$ cat config.mk
export PLATFORM = sky130hd
export DESIGN_NAME = store_size_unit
export DESIGN_NICKNAME = d
export VERILOG_FILES = /design/src/rtl/store_size_unit.sv
export SDC_FILE = /design/constraint.sdc
export NUM_CORES = 1
export LEC_CHECK = 0
export ABC_AREA = 0
export BUFFER_PORTS_ARGS = -buffer_cell sky130_fd_sc_hd__clkbuf_2
export CAP_MARGIN = 25
export CELL_PAD_IN_SITES_DETAIL_PLACEMENT = 1
export CELL_PAD_IN_SITES_GLOBAL_PLACEMENT = 1
export CORE_MARGIN = 10
export CORE_UTILIZATION = 40
export DETAILED_ROUTE_END_ITERATION = 16
export HOLD_SLACK_MARGIN = 0.15
export PLACE_DENSITY_LB_ADDON = 0.1
export SYNTH_ARGS = -nofsm -noshare
export SYNTH_HDL_FRONTEND = slang
export SYNTH_SLANG_ARGS = --single-unit
export TNS_END_PERCENT = 20
$ cat constraint.sdc
create_clock -name clk -period 3.3 [get_ports clk]
set_input_delay 0.165 -clock clk [delete_from_list [all_inputs] [get_ports clk]]
set_output_delay 0.165 -clock clk [all_outputs]
set_load 0.02 [all_outputs]
$ cat src/rtl/store_size_unit.sv
// store_size_unit
//   Commits sw/sh/sb stores to a byte-addressed, word-wide data memory.
//   - Word stores write B_out directly.
//   - Halfword and byte stores read the containing word, merge the new lanes
//     into it, and write it back.
//   Lanes are little-endian: lane k = bits [8k+7:8k].
//
// Ports
//   clk        rising-edge clock
//   reset_n    asynchronous active-low reset
//   start      one-cycle request, sampled only in IDLE
//   size       00 word, 01 halfword, 10 byte, 11 illegal
//   addr       byte address
//   B_out      register data to store
//   mem_rdata  memory read data, valid READ_LAT cycles after the address
//   mem_addr   word-aligned memory address
//   mem_wdata  merged write word
//   mem_wr     write strobe, one cycle per committed store
//   busy       high outside IDLE
//   done       one-cycle completion pulse
//   err        qualifies done: store rejected, nothing written
//
// state   | meaning
// --------+----------------------------------------------------------
// S_IDLE  | waiting for start; outputs hold their last values
// S_READ  | reading the containing word, counter runs 0..READ_LAT
// S_WRITE | mem_wr and done asserted for one cycle
// S_ERR   | misaligned or illegal size; done and err for one cycle

module store_size_unit #(
  parameter int unsigned READ_LAT = 1
) (
  input  logic        clk,
  input  logic        reset_n,
  input  logic        start,
  input  logic [1:0]  size,
  input  logic [31:0] addr,
  input  logic [31:0] B_out,
  input  logic [31:0] mem_rdata,
  output logic [31:0] mem_addr,
  output logic [31:0] mem_wdata,
  output logic        mem_wr,
  output logic        busy,
  output logic        done,
  output logic        err
);

  typedef enum logic [1:0] {
    S_IDLE  = 2'd0,
    S_READ  = 2'd1,
    S_WRITE = 2'd2,
    S_ERR   = 2'd3
  } state_t;

  localparam logic [1:0] SZ_WORD = 2'b00;
  localparam logic [1:0] SZ_HALF = 2'b01;
  localparam logic [1:0] SZ_BYTE = 2'b10;
  localparam logic [1:0] LAT_TC  = 2'(READ_LAT);

  state_t      state_q, state_d;
  logic [1:0]  cnt_q;
  logic [1:0]  lane_q;
  logic        half_q;
  logic [15:0] bdata_q;
  logic [31:0] mem_addr_q;
  logic [31:0] mem_wdata_q;
  logic        start_err;
  logic [31:0] merged;

  always_comb begin
    start_err = 1'b0;
    case (size)
      SZ_WORD: start_err = (addr[1:0] != 2'b00);
      SZ_HALF: start_err = addr[0];
      SZ_BYTE: start_err = 1'b0;
      default: start_err = 1'b1;
    endcase
  end

  always_comb begin
    state_d = state_q;
    case (state_q)
      S_IDLE: begin
        if (start) begin
          if (start_err)             state_d = S_ERR;
          else if (size == SZ_WORD)  state_d = S_WRITE;
          else                       state_d = S_READ;
        end
      end
      S_READ:  if (cnt_q == LAT_TC) state_d = S_WRITE;
      S_WRITE: state_d = S_IDLE;
      S_ERR:   state_d = S_IDLE;
      default: state_d = S_IDLE;
    endcase
  end

  // Lanes are replaced using only values registered at start, so the merge
  // never depends on addr/B_out once the store is under way.
  always_comb begin
    merged = mem_rdata;
    if (half_q) begin
      if (lane_q[1]) merged[31:16] = bdata_q;
      else           merged[15:0]  = bdata_q;
    end else begin
      merged[{lane_q, 3'b000} +: 8] = bdata_q[7:0];
    end
  end

  always_ff @(posedge clk or negedge reset_n) begin
    if (!reset_n) begin
      state_q     <= S_IDLE;
      cnt_q       <= 2'd0;
      lane_q      <= 2'd0;
      half_q      <= 1'b0;
      bdata_q     <= 16'd0;
      mem_addr_q  <= 32'd0;
      mem_wdata_q <= 32'd0;
    end else begin
      state_q <= state_d;
      case (state_q)
        S_IDLE: begin
          cnt_q <= 2'd0;
          if (start && !start_err) begin
            lane_q     <= addr[1:0];
            half_q     <= (size == SZ_HALF);
            bdata_q    <= B_out[15:0];
            mem_addr_q <= {addr[31:2], 2'b00};
            if (size == SZ_WORD) mem_wdata_q <= B_out;
          end
        end
        S_READ: begin
          if (cnt_q == LAT_TC) begin
            mem_wdata_q <= merged;
            cnt_q       <= 2'd0;
          end else begin
            cnt_q <= cnt_q + 2'd1;
          end
        end
        default: cnt_q <= 2'd0;
      endcase
    end
  end

  // Strobes decode from state only, so an async reset drops them at once.
  assign mem_addr  = mem_addr_q;
  assign mem_wdata = mem_wdata_q;
  assign mem_wr    = (state_q == S_WRITE);
  assign busy      = (state_q != S_IDLE);
  assign done      = (state_q == S_WRITE) || (state_q == S_ERR);
  assign err       = (state_q == S_ERR);

endmodule

==> impl_metrics.env, run 1 <==
export IMPL_outcome="complete, no violations"
export IMPL_syn_area_mm2=0.00439
export IMPL_async_flop_share_pct=100
export IMPL_grt_usage_pct=19.8
export IMPL_drive_above_1_share_pct=45.4
export IMPL_cp_required_ps=3560
export IMPL_crit_path_start_kind="flip-flop"
export IMPL_min_path_type="in -> reg"
export IMPL_hpwl_um=11000
export IMPL_path_cells="inv_1 > ha_1 > nand2_1 > nor4_2 > a221oi_1 > o31ai_1"
export IMPL_reg2reg_from="lane_q[0]"
export IMPL_slew_violations=0
export IMPL_pwr_density_cell_mw_per_mm2=935
export IMPL_synth_top_cells_by_area="dfrtp_1 (48%), mux2_2 (18%), a221oi_1 (6.0%), o31ai_1 (5.1%), o22ai_1 (4.3%)"
export IMPL_cp_top_family="simple AND/OR/NAND/NOR gates"
export IMPL_fp_dieW_um=125
export IMPL_die_area_mm2=0.0156
export IMPL_root_buffer="clkbuf_8"
export IMPL_vdd_drop_max_mv=0.442
export IMPL_gp_congestion=0.762
export IMPL_numPortBuffers=166
export IMPL_dp_slack_ps=762
export IMPL_cts_resized=0
export IMPL_synth_area_leader_cell="dfrtp_1"
export IMPL_stdcell_area_mm2=0.00606
export IMPL_ys_warn_count=0
export IMPL_maxCapViolCount=0
export IMPL_dpl_cell_area_mm2=0.00535
export IMPL_setup_ws_ps=955
export IMPL_ys_seq_elements=85
export IMPL_drcViolationCount=0
export IMPL_clk_pin_slew_ps=90
export IMPL_fin_worst_skew_ps=11.4
export IMPL_finalSetupViolCount=0
export IMPL_clkSinkCount=85
export IMPL_cp_max_fo=7
export IMPL_slowest_delay_ps=660
export IMPL_grt_first_pass_wirelength_um=25500
export IMPL_ioPinCount=169
export IMPL_relSlewSlack_pct=41.6
export IMPL_synth_edff_count=0
export IMPL_fin_crit_sh_pct=71.0
export IMPL_power_mw=5.67
export IMPL_drt_iter0_drc=251
export IMPL_ys_types=37
export IMPL_hold_viol=0
export IMPL_ys_flop_type="dfrtp_1"
export IMPL_core_area_mm2=0.0108
export IMPL_grt_max_degree=50
export IMPL_routed_via_density=5.56
export IMPL_drt_pass1_iter_count=4
export IMPL_grt_overflow_total=0
export IMPL_seq_area_frac_synth_pct=48.4
export IMPL_final_common_cell="clkbuf_2"
export IMPL_timing_setup_critical_path_class="reg -> reg"
export IMPL_cts_tree="built"
export IMPL_period_needed_ps=2340
export IMPL_synth_top_area_share_pct=48.4
export IMPL_r2r_slack_ps=960
export IMPL_fp_row_count=38
export IMPL_synthCells=377
export IMPL_ant_nets=0
export IMPL_tightest_slew_ps=869
export IMPL_crit_path_start="lane_q[0]"
export IMPL_htreeDepth=3
export IMPL_syn_to_final_growth_pct=38.0
export IMPL_p_leak_nw=2.84
export IMPL_grt_pass1_vias=4610
export IMPL_worstPathArrival_ps=2600
export IMPL_max_freq_mhz=427
export IMPL_fin_nets=690
export IMPL_slowest_stage="nor4_2"
export IMPL_vias=4045
export IMPL_die_height_um=125
export IMPL_initial_core_util_pct=40.7
export IMPL_diodes=0
export IMPL_wl_um=15700
export IMPL_wire_per_inst_um=21.6
export IMPL_min_from="B_out[30]"
export IMPL_rsz0062_at_grt="no"
export IMPL_final_cell_mix="clkbuf_2 (165), dfrtp_1 (85), mux2_2 (69)"
export IMPL_clock_path_buffers=2
export IMPL_end_kind="flip-flop"
export IMPL_ctsHoldBuffers=50
export IMPL_syn_avg_cell_area_um2=11.7
export IMPL_antenna_found_initial=0
export IMPL_worstSkewPairLatency_ps=350
export IMPL_numCtsBuffers=9
export IMPL_post_cts_setup_buffers=0
export IMPL_finalSetupTns_ps=0
export IMPL_critPathBufInv=1
-- worst register-to-register path, stage by stage (launching register included) --
cell and delay [ps]:
dfrtp_1 440, inv_1 160, ha_1 400, nand2_1 110
nor4_2 660, a221oi_1 200, o31ai_1 280
-- cells in the mapped netlist (all sizes together) (2+ instances only) --
master and count:
nor2b 4, buf 15, mux2 79, mux2i 2
nand3b 2, o21ai 2, nor3 3, nand2b 5
nor4 2, and2 2, nand2 33, a21oi 7
a22oi 2, dfrtp 85, clkbuf 15, nor2 5
o31ai 30, inv 8, ha 5, a221oi 30
o22ai 30
-- stage by stage --
step	hold WS [ps]	util, %	std cells
finish	164	56.2	728
global route	154	56.2	728
CTS	151	56.0	726
detailed placement	181	49.6	661
global placement	384	49.3	660
floorplan	-131	-	378
-- path summary, 6_finish.rpt --
kind	cells past startpoint	endpoint
hold / removal	3	mem_wdata[30]
setup / recovery	6	mem_wdata[8]
setup reg to reg	6	mem_wdata[8]
hold reg to reg	1	cnt_q[0]
max in group asynchronous	3	lane_q[0]
min in group asynchronous	2	mem_wdata[16]
-- cells by family (layout without fill, tap and decap cells) --
group           count (synthesis)  after routing  synth area share [%]
compound gates                105            105                  17.7
flops                          85             85                  48.4
mux                            81             81                  20.7
simple gates                   61             61                  7.38
buf+inv                        39            249                  4.30
fa+ha+maj                       5              5                  1.42
other cells                     1              2                0.0854
-- routing by layer --
layer	part of all wire (%)	vias up	global-route usage (%)
li1	-	1858	-
met1	40	2021	22.9
met2	51	152	34.3
met3	7.6	14	6.26
met4	1.3	0	5.28
met5	0	-	0
-- flip-flops by register name (all words and copies together) (netlist names) --
register	cells
bdata_q	16
mem_addr	30
lane_q	2
cnt_q	2
state_q	2
mem_wdata	32
half_q	1
-- power breakdown --
group / leakage [nW] / internal, mW / total (mW) / switching [mW]
logic: 1.71 / 1.21 / 2.90 / 1.69
clock network: 0.0948 / 0.368 / 0.759 / 0.391
registers: 1.03 / 1.54 / 2.01 / 0.466
total: 2.84 / 3.13 / 5.67 / 2.55
-- area by class of cell --
class | instances | area (µm²)
inverters | 9 | 33.8
well taps | 140 | 175
fillers | 1190 | 4730
multi-input cells | 254 | 2090
repair buffers | 225 | 1440
clock buffers | 10 | 138
clock inverters | 5 | 58.8
flip-flops and latches | 85 | 2130
No activity file was read; power rests on OpenSTA's default activity.
==> run 2: changes to the inputs <==
--- a/config.mk
+++ b/config.mk
@@ -11,7 +11,7 @@
 export CELL_PAD_IN_SITES_DETAIL_PLACEMENT = 1
 export CELL_PAD_IN_SITES_GLOBAL_PLACEMENT = 1
 export CORE_MARGIN = 10
-export CORE_UTILIZATION = 40
+export CORE_UTILIZATION = 38
 export DETAILED_ROUTE_END_ITERATION = 16
 export HOLD_SLACK_MARGIN = 0.15
 export PLACE_DENSITY_LB_ADDON = 0.1
==> constraint.sdc (replaced) <==
create_clock -name clk -period 2.33 [get_ports clk]
set_input_delay 0.1165 -clock clk [delete_from_list [all_inputs] [get_ports clk]]
set_output_delay 0.1165 -clock clk [all_outputs]
set_load 0.02 [all_outputs]
==> run 2 against run 1 <==
Critical path depth unchanged. Non-clock buffer count up 15. Register-to-register slack worse by 610 ps. Flip-flop and latch count unchanged.
==> impl_metrics.env, run 2 (synthesized netlist as in run 1, its figures left out) <==
export IMPL_drt_pass1_iter_count=4
export IMPL_worstSkewPairLatency_ps=340
export IMPL_crit_path_start="lane_q[0]"
export IMPL_hold_viol=0
export IMPL_maxCapViolCount=0
export IMPL_worstPathArrival_ps=2220
export IMPL_crit_path_end="mem_wdata[16]"
export IMPL_grt_max_degree=64
export IMPL_grt_first_pass_wirelength_um=25000
export IMPL_slew_violations=0
export IMPL_htreeDepth=3
export IMPL_p_int_mw=4.86
export IMPL_core_area_mm2=0.0114
export IMPL_power_mw=8.46
export IMPL_timing_setup_critical_path_class="reg -> reg"
export IMPL_wl_um=15700
export IMPL_r2r_cells=6
export IMPL_multi_input_area_mm2=0.00209
export IMPL_grt_overflow_total=0
export IMPL_p_leak_nw=2.95
export IMPL_crit_path_start_kind="flip-flop"
export IMPL_grt_pass1_vias=4582
export IMPL_cp_max_fo=8
export IMPL_cts_resized=0
export IMPL_pwr_share_comb_pct=48.8
export IMPL_fin_worst_skew_ps=6.33
export IMPL_numPortBuffers=166
export IMPL_drcViolationCount=0
export IMPL_fp_dieW_um=128
export IMPL_tightest_slew_ps=659
export IMPL_vias=4034
export IMPL_grt_usage_pct=19.3
export IMPL_max_freq_mhz=505
export IMPL_dp_slack_ps=336
export IMPL_syn_to_final_growth_pct=43.4
export IMPL_min_path_cells=3
export IMPL_antenna_found_initial=0
export IMPL_post_cts_setup_buffers=0
export IMPL_routed_wl_met3_um=997
export IMPL_end_kind="flip-flop"
export IMPL_fin_crit_sh_pct=85.0
export IMPL_p_clk_share_pct=18.0
export IMPL_final_cell_mix="clkbuf_2 (165), dfrtp_1 (85), mux2_2 (69)"
export IMPL_cp_required_ps=2570
export IMPL_finalSetupViolCount=0
export IMPL_post_route_util_pct=55.4
export IMPL_register_area_mm2=0.00213
export IMPL_drt_iter0_drc=260
export IMPL_die_height_um=128
export IMPL_whs_ps=163
export IMPL_hpwl_um=10800
export IMPL_stdcell_area_mm2=0.00630
export IMPL_ioPinCount=169
export IMPL_setup_ws_ps=349
export IMPL_die_area_mm2=0.0163
export IMPL_clk_pin_slew_ps=60
export IMPL_gp_congestion=0.808
export IMPL_initial_core_util_pct=38.6
export IMPL_cts_tree="built"
export IMPL_wl_met1_um=6150
export IMPL_vdd_drop_max_mv=0.836
export IMPL_min_path_type="in -> reg"
export IMPL_instances_no_fill=747
export IMPL_outcome="complete, no violations"
export IMPL_largest_reg_flops=32
export IMPL_num_fill_cells=1265
export IMPL_reg2reg_from="lane_q[0]"
export IMPL_wire_per_inst_um=21.0
export IMPL_drive_above_1_share_pct=44.7
export IMPL_pwr_density_cell_mw_per_mm2=1340
export IMPL_clkSinkCount=85
export IMPL_p_switching_mw=3.59
export IMPL_seqPwrFrac_pct=33.3
export IMPL_rsz0062_at_grt="no"
export IMPL_placedCellCount=669
export IMPL_root_buffer="clkbuf_16"
export IMPL_clock_path_buffers=2
export IMPL_fin_nets=705
export IMPL_switching_share_pct=42.5
export IMPL_finalSetupTns_ps=0
export IMPL_routed_via_density=5.40
export IMPL_fp_row_count=39
export IMPL_numCtsBuffers=9
export IMPL_r2r_end="mem_wdata[16]"
export IMPL_r2r_slack_ps=350
export IMPL_ant_nets=0
export IMPL_final_common_cell="clkbuf_2"
export IMPL_diodes=0
export IMPL_period_needed_ps=1980
export IMPL_wl_met2_um=8080
export IMPL_relSlewSlack_pct=56.1
export IMPL_top_layer="met4"
export IMPL_dpl_cell_area_mm2=0.00537
-- run 2: cell types whose count changed in the layout (fill, tap and decap cells not counted), sizes merged --
cell / delta
buf: +5
bufinv: +1
clkinv: +2
clkinvlp: -2
dlygate4sd3: +11
inv: -1
-- run 2: worst min-delay path by stage --
stage	start	end	slack (ps)
4_1_cts	B_out[28]	mem_wdata[28]	150
2_1_floorplan	reset_n	bdata_q[0]	-180
6_report	B_out[28]	mem_wdata[28]	160
3_3_place_gp	reset_n	mem_wdata[3]	140
3_5_place_dp	reset_n	mem_wdata[3]	150
5_1_grt	B_out[24]	mem_wdata[24]	180
-- run 2: routing by layer --
layer,vias up,GRT usage [%]
met5,-,0
met2,133,33.8
met3,30,5.33
met1,1988,21.3
met4,0,8.84
li1,1883,-
-- run 2: worst max-delay path, stage by stage, from the launching register on --
cell      delay [ps]
dfrtp_1          440
inv_1            160
ha_1             290
nor2_1           140
and4_1           440
a221oi_1         140
o31ai_1          270
-- run 2: cell type report --
class / count / area share [%]
Clock buffer: 11 / 3.69
Inverter: 9 / 0.536
Clock inverter: 5 / 1.19
Sequential cell: 85 / 33.8
Timing Repair Buffer: 240 / 24.7
Tap cell: 143 / 2.84
Multi-Input combinational cell: 254 / 33.3
-- run 2: power groups by stage --
stage          Sequential, mW  Clock [mW]  Combinational (mW)
4_1_cts                  2.81        1.57                4.15
5_1_grt                  2.93        1.63                4.52
3_3_place_gp             2.79           0                3.98
6_report                 2.81        1.52                4.13
3_5_place_dp             2.84           0                4.05
2_1_floorplan            3.27           0                2.19
-- run 2: what timing repair did --
action / in CTS / in global routing
endpoints found under the hold margin: 109 / 0
hold buffers: 62 / 0
endpoints found under the setup margin: 0 / 0
==> run 3: changes to the inputs <==
--- a/config.mk
+++ b/config.mk
@@ -5,16 +5,17 @@
 export SDC_FILE = /design/constraint.sdc
 export NUM_CORES = 1
 export LEC_CHECK = 0
-export ABC_AREA = 0
+export ABC_AREA = 1
 export BUFFER_PORTS_ARGS = -buffer_cell sky130_fd_sc_hd__clkbuf_2
 export CAP_MARGIN = 25
 export CELL_PAD_IN_SITES_DETAIL_PLACEMENT = 1
 export CELL_PAD_IN_SITES_GLOBAL_PLACEMENT = 1
 export CORE_MARGIN = 10
-export CORE_UTILIZATION = 38
+export CORE_UTILIZATION = 35
 export DETAILED_ROUTE_END_ITERATION = 16
 export HOLD_SLACK_MARGIN = 0.15
 export PLACE_DENSITY_LB_ADDON = 0.1
+export SLEW_MARGIN = 20
 export SYNTH_ARGS = -nofsm -noshare
 export SYNTH_HDL_FRONTEND = slang
 export SYNTH_SLANG_ARGS = --single-unit
==> run 3 against run 2 <==
Synthesized cell count up 96%. First-iteration DRC count up 28%. Non-clock buffer count up 9. Total power up 10%. Clock power up 11%. Clock-buffer cell count down 1. Design area up 10%. Utilization down 5.3 points. Die area up 19%. Largest power group unchanged.
==> impl_metrics.env, run 3 <==
export IMPL_min_path_type="in -> reg"
export IMPL_drive_above_1_share_pct=21.6
export IMPL_grt_max_degree=56
export IMPL_hold_end="state_q[0]"
export IMPL_synth_area_leader_cell="dfrtp_1"
export IMPL_drt_pass1_iter_count=5
export IMPL_pwr_share_comb_pct=52.7
export IMPL_root_buffer="clkbuf_16"
export IMPL_syn_to_final_growth_pct=40.0
export IMPL_rsz0062_at_grt="no"
export IMPL_cp_max_fo=10
export IMPL_fin_crit_sh_pct=88.0
export IMPL_cp_required_ps=2620
export IMPL_ioPinCount=169
export IMPL_fin_nets=1068
export IMPL_seq_area_frac_synth_pct=42.8
export IMPL_htreeDepth=3
export IMPL_wl_um=20200
export IMPL_core_area_mm2=0.0139
export IMPL_ys_flop_type="dfrtp_1"
export IMPL_final_common_cell="nand2_1"
export IMPL_antenna_found_initial=0
export IMPL_p_leak_nw=3.88
export IMPL_yosysMostFrequentCell="nand2_1"
export IMPL_outcome="complete, no violations"
export IMPL_tightest_slew_ps=771
export IMPL_syn_avg_cell_area_um2=6.71
export IMPL_async_flop_share_pct=100
export IMPL_drt_iter0_drc=332
export IMPL_clk_pin_slew_ps=70
export IMPL_switching_share_pct=49.5
export IMPL_wire_per_inst_um=17.6
export IMPL_synth_top_cells_by_area="dfrtp_1 (43%), nand2_1 (25%), o21ai_0 (7.0%), inv_1 (5.2%), nand3_1 (5.1%)"
export IMPL_grt_pass1_vias=6061
export IMPL_relSlewSlack_pct=48.5
export IMPL_die_height_um=139
export IMPL_grt_usage_pct=20.7
export IMPL_synth_top_area_share_pct=42.8
export IMPL_slew_violations=0
export IMPL_synthCells=740
export IMPL_p_switching_mw=4.61
export IMPL_fin_worst_skew_ps=5.13
export IMPL_fp_dieW_um=139
export IMPL_hpwl_um=14400
export IMPL_clkSinkCount=85
export IMPL_p_clk_share_pct=18.0
export IMPL_ys_seq_elements=85
export IMPL_r2r_cells=10
export IMPL_final_cell_mix="nand2_1 (335), clkbuf_2 (165), dfrtp_1 (85)"
export IMPL_grt_first_pass_wirelength_um=32900
export IMPL_r2r_end="mem_wdata[18]"
export IMPL_finalSetupViolCount=0
export IMPL_dpl_cell_area_mm2=0.00593
export IMPL_largest_reg_flops=32
export IMPL_worstSkewPairLatency_ps=350
export IMPL_max_freq_mhz=488
export IMPL_initial_core_util_pct=35.8
export IMPL_power_mw=9.32
export IMPL_p_int_mw=4.71
export IMPL_min_from="size[1]"
export IMPL_grt_overflow_total=0
export IMPL_drcViolationCount=0
export IMPL_maxCapViolCount=0
export IMPL_die_area_mm2=0.0194
export IMPL_r2r_slack_ps=280
export IMPL_cts_tree="built"
export IMPL_ys_top_cells_by_count="nand2_1 (335), dfrtp_1 (85), inv_1 (69), o21ai_0 (69), nand3_1 (51)"
export IMPL_seqPwrFrac_pct=29.3
export IMPL_reg2reg_from="lane_q[0]"
export IMPL_end_kind="flip-flop"
export IMPL_synth_edff_count=0
export IMPL_routed_via_density=4.87
export IMPL_ys_types=23
export IMPL_post_route_util_pct=50.1
export IMPL_syn_area_mm2=0.00497
export IMPL_fp_row_count=43
export IMPL_vdd_drop_max_mv=0.695
export IMPL_ant_nets=0
export IMPL_worstPathArrival_ps=2340
export IMPL_vias=5588
export IMPL_gp_congestion=0.902
export IMPL_finalSetupTns_ps=0
export IMPL_numCtsBuffers=9
export IMPL_stdcell_area_mm2=0.00696
export IMPL_crit_path_start_kind="flip-flop"
export IMPL_pwr_density_cell_mw_per_mm2=1340
export IMPL_hold_viol=0
export IMPL_diodes=0
export IMPL_numPortBuffers=166
export IMPL_clock_path_buffers=2
export IMPL_ys_warn_count=0
export IMPL_period_needed_ps=2050
export IMPL_timing_setup_critical_path_class="reg -> reg"
export IMPL_min_path_cells=5
run 3: cell count changes in the layout (fill, tap and decap cells not counted), moves of 51 or more:
cell     delta
mux2_2     -69
nand2_1   +302
inv_1      +61
nand3_1    +51
o21ai_0    +67
run 3: worst max path at each step:
stage                    from             to
finish              lane_q[0]  mem_wdata[18]
global route        lane_q[0]  mem_wdata[17]
CTS                 lane_q[0]   mem_wdata[8]
detailed placement  lane_q[0]  mem_wdata[11]
global placement    lane_q[0]  mem_wdata[11]
floorplan           lane_q[1]  mem_wdata[14]
run 3: logic make-up after synthesis:
| group | after synthesis | synth area share [%] |
|---|---|---|
| simple gates | 425 | 34.4 |
| flops | 85 | 42.8 |
| other cells | 1 | 0.0755 |
| buf+inv | 115 | 10.2 |
| compound gates | 109 | 11.2 |
| fa+ha+maj | 5 | 1.26 |
run 3: stage by stage:
| stage | instances | hold WS, ps | setup slack, ps |
|---|---|---|---|
| global placement | 1063 | 97.6 | 277 |
| finish | 1147 | 198 | 279 |
| CTS | 1147 | 198 | 191 |
| global route | 1147 | 220 | 40.0 |
| floorplan | 741 | -179 | 430 |
| detailed placement | 1063 | 108 | 211 |
run 3: per-layer routing:
metal	track usage (%)	wire, µm	up-vias
li1	-	-	2732
met1	26.0	8880	2695
met2	34.5	9830	142
met3	5.03	1200	19
met4	5.60	264	0
met5	0	0	-
run 3: final cells by class:
class	count	area, µm²
Tap cell	180	225
Fill cell	1844	6930
Inverter	76	285
Multi-Input combinational cell	541	2340
Timing Repair Buffer	249	1640
Sequential cell	85	2130
Clock inverter	6	97.6
Clock buffer	10	239
run 3: timing repair:
item                                   CTS  global route
buffers inserted                         0             0
setup endpoints to repair                0            16
hold buffers                            68             0
resized for setup                        0             2
endpoints found under the hold margin  107             0
run 3: power groups by stage:
stage / Clock, mW / Combinational [mW] / Sequential [mW]
global placement: 0 / 4.67 / 2.70
CTS: 1.71 / 4.94 / 2.73
global route: 1.78 / 5.52 / 2.83
floorplan: 0 / 2.62 / 3.22
finish: 1.68 / 4.91 / 2.74
detailed placement: 0 / 4.82 / 2.74
run 3: critical path, cell delays in order (launching register included):
cell and delay, ps:
dfrtp_1 360, clkinv_1 240, ha_1 460, inv_1 70, nor2_1 90, nand2_1 170
o21ai_0 200, nand2_1 70, nand2_1 200, nand2_1 80, nand2_1 60
